[src/rtl/seq_shift_add_multiplier_pkg.sv]
// Shared ALU definitions: default operand width and multiplier state encoding.
package seq_shift_add_multiplier_pkg;

  localparam int WIDTH_DEFAULT = 32;

  typedef enum logic [1:0] {
    ST_IDLE = 2'd0,
    ST_RUN  = 2'd1,
    ST_DONE = 2'd2
  } mult_state_t;

endpackage : seq_shift_add_multiplier_pkg

[src/rtl/shift_right.sv]
// Single-bit logical right shifter: inserts a caller-supplied MSB and
// exposes the bit that falls off the LSB end.
module shift_right #(
  parameter int WIDTH = 32
) (
  input  logic [WIDTH-1:0] i_data,
  input  logic             i_new_msb,
  output logic [WIDTH-1:0] o_data,
  output logic             o_shifted_lsb
);

  assign o_data        = {i_new_msb, i_data[WIDTH-1:1]};
  assign o_shifted_lsb = i_data[0];

endmodule : shift_right

[src/rtl/seq_shift_add_multiplier.sv]
// Sequential unsigned shift-and-add multiplier. One iteration per clock:
// conditionally add the multiplicand into the high half, then shift the
// {carry, hi, lo} chain right by one through two shift_right instances.
module seq_shift_add_multiplier
  import seq_shift_add_multiplier_pkg::*;
#(
  parameter int WIDTH = WIDTH_DEFAULT
) (
  input  logic             clk,
  input  logic             reset,
  input  logic             start,
  input  logic [WIDTH-1:0] A,
  input  logic [WIDTH-1:0] B,
  output logic             busy,
  output logic             done,
  output logic [WIDTH-1:0] product_hi,
  output logic [WIDTH-1:0] product_lo
);

  localparam int                CNT_W    = $clog2(WIDTH + 1);
  localparam logic [CNT_W-1:0]  LAST_CNT = CNT_W'(WIDTH - 1);
  localparam logic [CNT_W-1:0]  CNT_ONE  = CNT_W'(1);

  mult_state_t      r_state;
  logic [WIDTH-1:0] r_mcand;
  logic [WIDTH-1:0] r_hi;
  logic [WIDTH-1:0] r_lo;
  logic [CNT_W-1:0] r_count;
  logic             r_busy;
  logic             r_done;

  logic [WIDTH:0]   w_addend;
  logic [WIDTH:0]   w_sum;
  logic [WIDTH-1:0] w_hi_next;
  logic [WIDTH-1:0] w_lo_next;
  logic             w_hi_shifted_lsb;
  logic             w_lo_unused_lsb;

  // Select the multiplicand when the current multiplier bit is set, else add nothing.
  always_comb begin
    w_addend = {(WIDTH + 1){1'b0}};
    if (r_lo[0]) begin
      w_addend = {1'b0, r_mcand};
    end else begin
      w_addend = {(WIDTH + 1){1'b0}};
    end
  end

  // WIDTH+1-bit add keeps the carry so it can re-enter as the shifted-in MSB.
  assign w_sum = {1'b0, r_hi} + w_addend;

  shift_right #(.WIDTH(WIDTH)) u_shift_hi (
    .i_data        (w_sum[WIDTH-1:0]),
    .i_new_msb     (w_sum[WIDTH]),
    .o_data        (w_hi_next),
    .o_shifted_lsb (w_hi_shifted_lsb)
  );

  // The bit leaving the low half is the multiplier bit just consumed; it is not needed.
  shift_right #(.WIDTH(WIDTH)) u_shift_lo (
    .i_data        (r_lo),
    .i_new_msb     (w_hi_shifted_lsb),
    .o_data        (w_lo_next),
    .o_shifted_lsb (w_lo_unused_lsb)
  );

  // Control FSM and datapath registers; busy/done are registered alongside the state.
  always_ff @(posedge clk or posedge reset) begin
    if (reset) begin
      r_state <= ST_IDLE;
      r_mcand <= {WIDTH{1'b0}};
      r_hi    <= {WIDTH{1'b0}};
      r_lo    <= {WIDTH{1'b0}};
      r_count <= {CNT_W{1'b0}};
      r_busy  <= 1'b0;
      r_done  <= 1'b0;
    end else begin
      case (r_state)
        ST_IDLE: begin
          r_done <= 1'b0;
          if (start) begin
            r_mcand <= A;
            r_hi    <= {WIDTH{1'b0}};
            r_lo    <= B;
            r_count <= {CNT_W{1'b0}};
            r_busy  <= 1'b1;
            r_state <= ST_RUN;
          end else begin
            r_busy  <= 1'b0;
            r_state <= ST_IDLE;
          end
        end
        ST_RUN: begin
          r_hi    <= w_hi_next;
          r_lo    <= w_lo_next;
          r_count <= r_count + CNT_ONE;
          if (r_count == LAST_CNT) begin
            r_busy  <= 1'b0;
            r_done  <= 1'b1;
            r_state <= ST_DONE;
          end else begin
            r_busy  <= 1'b1;
            r_done  <= 1'b0;
            r_state <= ST_RUN;
          end
        end
        ST_DONE: begin
          r_busy  <= 1'b0;
          r_done  <= 1'b0;
          r_state <= ST_IDLE;
        end
        default: begin
          r_busy  <= 1'b0;
          r_done  <= 1'b0;
          r_state <= ST_IDLE;
        end
      endcase
    end
  end

  assign busy       = r_busy;
  assign done       = r_done;
  assign product_hi = r_hi;
  assign product_lo = r_lo;

endmodule : seq_shift_add_multiplier

[config.mk]
export PLATFORM = sky130hd
export DESIGN_NAME = seq_shift_add_multiplier
export DESIGN_NICKNAME = d
export VERILOG_FILES = /design/src/rtl/seq_shift_add_multiplier_pkg.sv /design/src/rtl/shift_right.sv /design/src/rtl/seq_shift_add_multiplier.sv
export SDC_FILE = /design/constraint.sdc
export NUM_CORES = 1
export LEC_CHECK = 0
export CAP_MARGIN = 40
export CORE_ASPECT_RATIO = 1.2
export CORE_UTILIZATION = 52
export DETAILED_ROUTE_END_ITERATION = 7
export MAX_ROUTING_LAYER = met4
export PLACE_DENSITY = 0.89
export REMOVE_ABC_BUFFERS = 1
export SLEW_MARGIN = 10
export SYNTH_ARGS = -nofsm -noshare
export SYNTH_HDL_FRONTEND = slang
export SYNTH_SLANG_ARGS = --single-unit
export TNS_END_PERCENT = 30
[constraint.sdc]
create_clock -name clk -period 4.6 [get_ports clk]
set_input_delay 0.92 -clock clk [delete_from_list [all_inputs] [get_ports clk]]
set_output_delay 0.92 -clock clk [all_outputs]
set_load 0.02 [all_outputs]
==> run metrics, run 1 <==
synth warn 0; Worst Setup EP product_hi[25]$_DFFE_PP0P_; final period utilization 0.711; Top FF cell, synth dfrtp_1; reg2reg setup slack roughly 1300 ps; Final Hold Fails 0; startpoint types register; GRT Util Overall 0.278; post-cts sizing count 0; Req. time, crit path 4840 ps; largest net degree at the start of global routing 59; crit path from product_lo[0]$_DFFE_PP0P_; Crit Path Category register to register; clk sinks ~110; vias in the first global route a little under 6000; cell with the most instances after synthesis nand2_1; CP Capture Type register; Die Width 103 um; root buf cell clkbuf_16; row count 43; utilization after layout 0.692; RR Startpoint product_lo[0]$_DFFE_PP0P_; 1st-iter DRT viols 290; Worst R2R Path Depth 11; diode count 0; fillcell total a little under 1000; CP arrival between 3000 and 4000 ps; top cells by area, synth dfrtp_1 (41%), nand2_1 (11%), ha_1 (6.5%); Cell variety after synth just over 60; vias post-DR between 5000 and 6000; total gr overflow 0; cts bufs inserted 9; routability congestion estimate just over 0.9; Cell Area, Synth around 6300 um^2; crit-path max FO 19; TritonCTS clock tree yes; EDFF count, synth 0; die footprint ~13000 um^2; Clock transition at path regs around 70 ps; post-DP HPWL roughly 12000 um; status finished clean; Layout Nets 964; total wire length 16300 um; Final Max Tran Viols 0; Synth top area share 0.414; DP Cell Count 1009; Area Growth Syn to Fin 28.0%; Remaining DRCs 0; R2R Path End product_hi[25]$_DFFE_PP0P_; Max IR drop VDD ~290 uV; core area approximately 12000 um^2; antenna viol nets, final 0; Vias/cell about 5.7; post-route clock skew 11.0 ps; RSZ-0062 raised after global routing false; first-pass GRT wire length between 20000 and 30000 um; Slew @ Worst Pin 838 ps; post-synthesis sequential area ratio 0.414; Post-synth ARST share 1.00; Yosys reg bits ~110; Initial DRT Pass Iterations 4; die height roughly 120 um; Syn Inst Count 750; slew margin rel. 0.436; minimum clock period between 3000 and 4000 ps; starting density of the core 0.541; Ports approximately 130; Max Clk Rate slightly above 0.3 GHz; Bufs on Longest Clock Path 2; Avg Cell Area, Syn ~8.5 um^2; dominant cell type by area after synthesis dfrtp_1; HP Class register to register; setup TNS 0 ps; initial antenna violation count 0; Synth top cells by count nand2_1 (179), dfrtp_1 (105), o21ai_0 (80); layout cells sized above 1 0.0461; H-tree lvl count 3; Setup violations, final 0; beginning of the worst hold path r_mcand[23]$_DFFE_PP0P_; Setup Fix Bufs, Post-CTS 0; Power Dens Cells between 500 and 600 nW/um^2; Max-Cap Viols 0; Non-Filler Instances roughly 1000; Hold-fix buffers, CTS 0; Leak 3.67 nW; port buffer count 132; worst skew pair latency approximately 350 ps; WL/cell approximately 16 um
[report_power, final]
group	internal, W	leakage (nW)	switching [W]
Clock	0.000435	0.155	0.000374
Combinational	0.00101	2.20	0.00124
Sequential	0.00125	1.32	0.000304
Total	0.00270	3.67	0.00192
[metal layers]
metal | share of wire | track usage
met1 | 0.43 | 0.335
met2 | 0.48 | 0.449
met3 | 0.064 | 0.0571
met4 | 0.032 | 0.121
met5 | 0 | -
[worst max-delay path: stages, from the launching register on]
cell and delay, ps:
dfrtp_1 720, and2_1 220, ha_1 170, inv_1 60
fa_1 400, nor2b_1 150, o211ai_1 160, a21oi_1 330
o22ai_2 190, nor4_1 390, o31ai_1 100, a32o_1 260
[cells in the final DEF (no fill, tap or decap), types with 9 or more instances in the layout]
| cell type | n |
|---|---|
| nand2_1 | 179 |
| clkdlybuf4s50_1 | 132 |
| dfrtp_1 | 105 |
| o21ai_0 | 80 |
| a21oi_1 | 60 |
| and2_1 | 35 |
| ha_1 | 33 |
| and3b_1 | 22 |
| nor2_1 | 18 |
| nor2b_1 | 14 |
| xor2_1 | 11 |
| xnor2_1 | 11 |
| buf_4 | 11 |
| a21o_1 | 10 |
| nand3_1 | 10 |
| inv_1 | 10 |
| o21a_1 | 9 |
| a22oi_1 | 9 |
| clkbuf_16 | 9 |
[worst min path at each step]
stage                                          to  slack [ps]  cells after the start
after floorplan           r_mcand[31]$_DFFE_PP0P_         440                      2
after global placement    r_mcand[20]$_DFFE_PP0P_         450                      2
after detailed placement  r_mcand[27]$_DFFE_PP0P_         460                      2
after CTS                 r_mcand[27]$_DFFE_PP0P_         470                      2
after global routing      r_mcand[27]$_DFFE_PP0P_         500                      2
final                     r_mcand[23]$_DFFE_PP0P_         470                      2
[layout make-up]
cell class,count,area [um^2],area share
timing repair buffer,144,1420,0.175
clock buffer,9,225,0.0277
inverter,11,43.8,0.00539
sequential,105,2630,0.324
tap,157,196,0.0242
multi-input combinational,592,3520,0.433
clock inverter,7,88.8,0.0109
[stage by stage]
stage	power (W)	hold slack (ps)	worst slack [ps]	instance area, um^2
2_1_floorplan	0.00289	437	919	6170
3_3_place_gp	0.00373	454	1500	7790
3_5_place_dp	0.00378	455	1380	7810
4_1_cts	0.00462	474	1370	8120
5_1_grt	0.00492	498	1060	8120
6_report	0.00461	471	1330	8120
[kinds of logic after synthesis]
group / count (synthesis) / share of synthesized area
mux: 2 / 0.00315
flops: 105 / 0.414
buf+inv: 53 / 0.0335
simple gates: 315 / 0.241
compound gates: 219 / 0.210
xor+xnor: 22 / 0.0304
fa+ha+maj: 34 / 0.0682
[sequential cells by signal, indices dropped and copies added, names as in the netlist]
register / count
r_count: 6
product_lo: 32
product_hi: 32
r_state: 2
r_mcand: 32
done: 1
Note: power is estimated with default switching activity, not from simulation.
==> run 2, diff against run 1 <==
==> constraint.sdc (replaced) <==
create_clock -name clk -period 3.3 [get_ports clk]
set_input_delay 0.66 -clock clk [delete_from_list [all_inputs] [get_ports clk]]
set_output_delay 0.66 -clock clk [all_outputs]
set_load 0.02 [all_outputs]
==> run 2 against run 1 <==
Cell count grew 0.29%. Clock skew increased by 2.2 ps. Critical path depth up 1. Worst setup slack worse by 1100 ps. Critical path type unchanged. Critical endpoint is now product_hi[31]$_DFFE_PP0P_.
==> run metrics, run 2 (same netlist as run 1, synthesis figures left out) <==
status finished clean (unchanged); largest net degree at the start of global routing 50 (was 59); Hold-fix buffers, CTS 0 (unchanged); R2R Path End product_hi[31]$_DFFE_PP0P_ (was product_hi[25]$_DFFE_PP0P_); crit-path max FO 35 (was 19); delay-heaviest family, CP simple AND/OR/NAND/NOR gates (was compound AO/OA/AOI/OAI gates); worst skew pair latency 360 ps (was 350 ps); Final Max Tran Viols 0 (unchanged); initial antenna violation count 0 (unchanged); total wire length 16700 um (was 16300 um); Leak 3.67 nW (about the same); Hold Crit Endpoint r_mcand[7]$_DFFE_PP0P_ (was r_mcand[23]$_DFFE_PP0P_); CP bufs+invs 2 (was 1); first-pass GRT wire length 27600 um (was 26900 um); vias in the first global route 5789 (was 5805); post-route clock skew 13.1 ps (was 11.0 ps); total gr overflow 0 (unchanged); Max IR drop VDD 409 uV (was 291 uV); Die Width 103 um (unchanged); RSZ-0062 raised after global routing false (unchanged); post-cts sizing count 0 (unchanged); CP max stage cell nor4_1 (was dfrtp_1); cts bufs inserted 9 (unchanged); Max Clk Rate 0.321 GHz (was 0.306 GHz); Area Growth Syn to Fin 28.3% (was 28.0%); RR Startpoint product_lo[0]$_DFFE_PP0P_ (unchanged); post-DP HPWL 12000 um (was 11600 um); startpoint types register (unchanged); Setup Fix Bufs, Post-CTS 0 (unchanged); port buffer count 132 (unchanged); CP Capture Type register (unchanged); H-tree lvl count 3 (unchanged); diode count 0 (unchanged); commonest non-fill, non-tap cell in the layout nand2_1 (unchanged); CP max stage delay 780 ps (was 720 ps); CP dominant cell by count nor4_1; row count 43 (unchanged); antenna viol nets, final 0 (unchanged); Setup violations, final 0 (unchanged); 1st-iter DRT viols 302 (was 290); Layout Nets 967 (was 964); core area 11700 um^2 (unchanged); Place WS 305 ps (was 1380 ps); Crit Path Category register to register (unchanged); fillcell total 958 (was 971); Vias/cell 5.72 (was 5.74); die footprint 12700 um^2 (unchanged); minimum clock period 3120 ps (was 3270 ps); GRT Util Overall 0.288 (was 0.278); Clock transition at path regs 70 ps (about the same); HP Class register to register (unchanged); final period utilization 0.945 (was 0.711); beginning of the worst hold path r_mcand[7]$_DFFE_PP0P_ (was r_mcand[23]$_DFFE_PP0P_); Req. time, crit path 3540 ps (was 4840 ps); Remaining DRCs 0 (unchanged); Worst R2R Path Depth 12 (was 11); Ports 133 (unchanged); starting density of the core 0.541 (unchanged); setup TNS 0 ps (unchanged); Slew @ Worst Pin 924 ps (was 838 ps); CP arrival 3350 ps (was 3510 ps); number of cells on the worst hold path 2 (unchanged); Max-Cap Viols 0 (unchanged); Bufs on Longest Clock Path 2 (unchanged); vias post-DR 5885 (was 5887); WL/cell 16.2 um (was 15.9 um); reg2reg setup slack 180 ps (was 1330 ps); commonest cells after routing, fill and taps aside nand2_1 (179), clkdlybuf4s50_1 (132), dfrtp_1 (105) (unchanged); Initial DRT Pass Iterations 5 (was 4); Power Dens Cells 783 nW/um^2 (was 568 nW/um^2); TritonCTS clock tree yes (unchanged); worst path cell trace buf_12 -> and2_1 -> ha_1 -> inv_1 -> fa_1 -> nor2b_1 -> o211ai_1 -> a211oi_2 -> nor4_1 -> nor4_1 -> a211oi_1 -> o21ai_1 (was and2_1 -> ha_1 -> inv_1 -> fa_1 -> nor2b_1 -> o211ai_1 -> a21oi_1 -> o22ai_2 -> nor4_1 -> o31ai_1 -> a32o_1); layout cells sized above 1 0.0482 (was 0.0461); Final Hold Fails 0 (unchanged); clk sinks 105 (unchanged); root buf cell clkbuf_16 (unchanged); die height 123 um (unchanged); slew margin rel. 0.378 (was 0.436); Worst Slack Setup Final 183 ps (was 1330 ps); routability congestion estimate 0.934 (was 0.933)
==> run 2: cell count changes in the layout (fill, tap and decap cells not counted) <==
| cell | previous run | this run |
|---|---|---|
| clkbuf_8 | 0 | 1 |
| buf_4 | 11 | 12 |
| buf_8 | 1 | 0 |
| buf_12 | 0 | 3 |
| inv_6 | 2 | 0 |
| clkinvlp_4 | 0 | 2 |
| bufinv_16 | 1 | 0 |
| clkinv_8 | 1 | 0 |
| clkbuf_1 | 0 | 1 |
==> run 2: layout make-up <==
type                       count  area [um^2]  share of cell area
tap                          157          196              0.0241
inverter                      11         43.8             0.00538
multi-input combinational    592         3520               0.432
clock buffer                  11          243              0.0298
timing repair buffer         147         1470               0.181
clock inverter                 5         40.0             0.00492
sequential                   105         2630               0.323
==> run 2: how the worst max path moves through the flow <==
stage               cells past startpoint                          to  slack [ps]                 startpoint
finish                                 12  product_hi[31]$_DFFE_PP0P_         180  product_lo[0]$_DFFE_PP0P_
global route                           12  product_hi[25]$_DFFE_PP0P_          40  product_lo[0]$_DFFE_PP0P_
CTS                                    12  product_hi[31]$_DFFE_PP0P_         280  product_lo[0]$_DFFE_PP0P_
detailed placement                     12  product_hi[25]$_DFFE_PP0P_         310  product_lo[0]$_DFFE_PP0P_
global placement                       10  product_hi[31]$_DFFE_PP0P_         420  product_lo[0]$_DFFE_PP0P_
floorplan                               2  product_lo[31]$_DFFE_PP0P_        -200       r_state[0]$_DFF_PP0_
==> run 2: power breakdown <==
part           switching (W)  internal (W)  total (W)  leakage (nW)
logic                0.00176       0.00143    0.00319          2.22
registers           0.000395       0.00175    0.00214          1.32
clock network       0.000504      0.000539    0.00104         0.134
total                0.00266       0.00371    0.00637          3.67
==> run 2: per-layer routing <==
layer | global-route usage | share of wire | vias up
li1 | - | - | 2862
met1 | 0.355 | 0.43 | 2766
met2 | 0.474 | 0.49 | 222
met3 | 0.0390 | 0.058 | 35
met4 | 0.121 | 0.028 | 0
met5 | - | 0 | -
==> run 2: worst min-delay path, cell delays in order, from the launching register on <==
cell	delay [ps]
dfrtp_1	340
nand2_1	50
nand2_1	50
==> run 2: per-stage QoR <==
stage	utilization	std cells	power (W)	instance area, um^2	hold WS [ps]
floorplan	-	708	0.00403	6170	437
global placement	0.670	1012	0.00525	7860	450
detailed placement	0.670	1012	0.00531	7860	455
CTS	0.694	1028	0.00637	8140	472
global route	0.694	1028	0.00679	8140	497
finish	0.694	1028	0.00637	8140	473
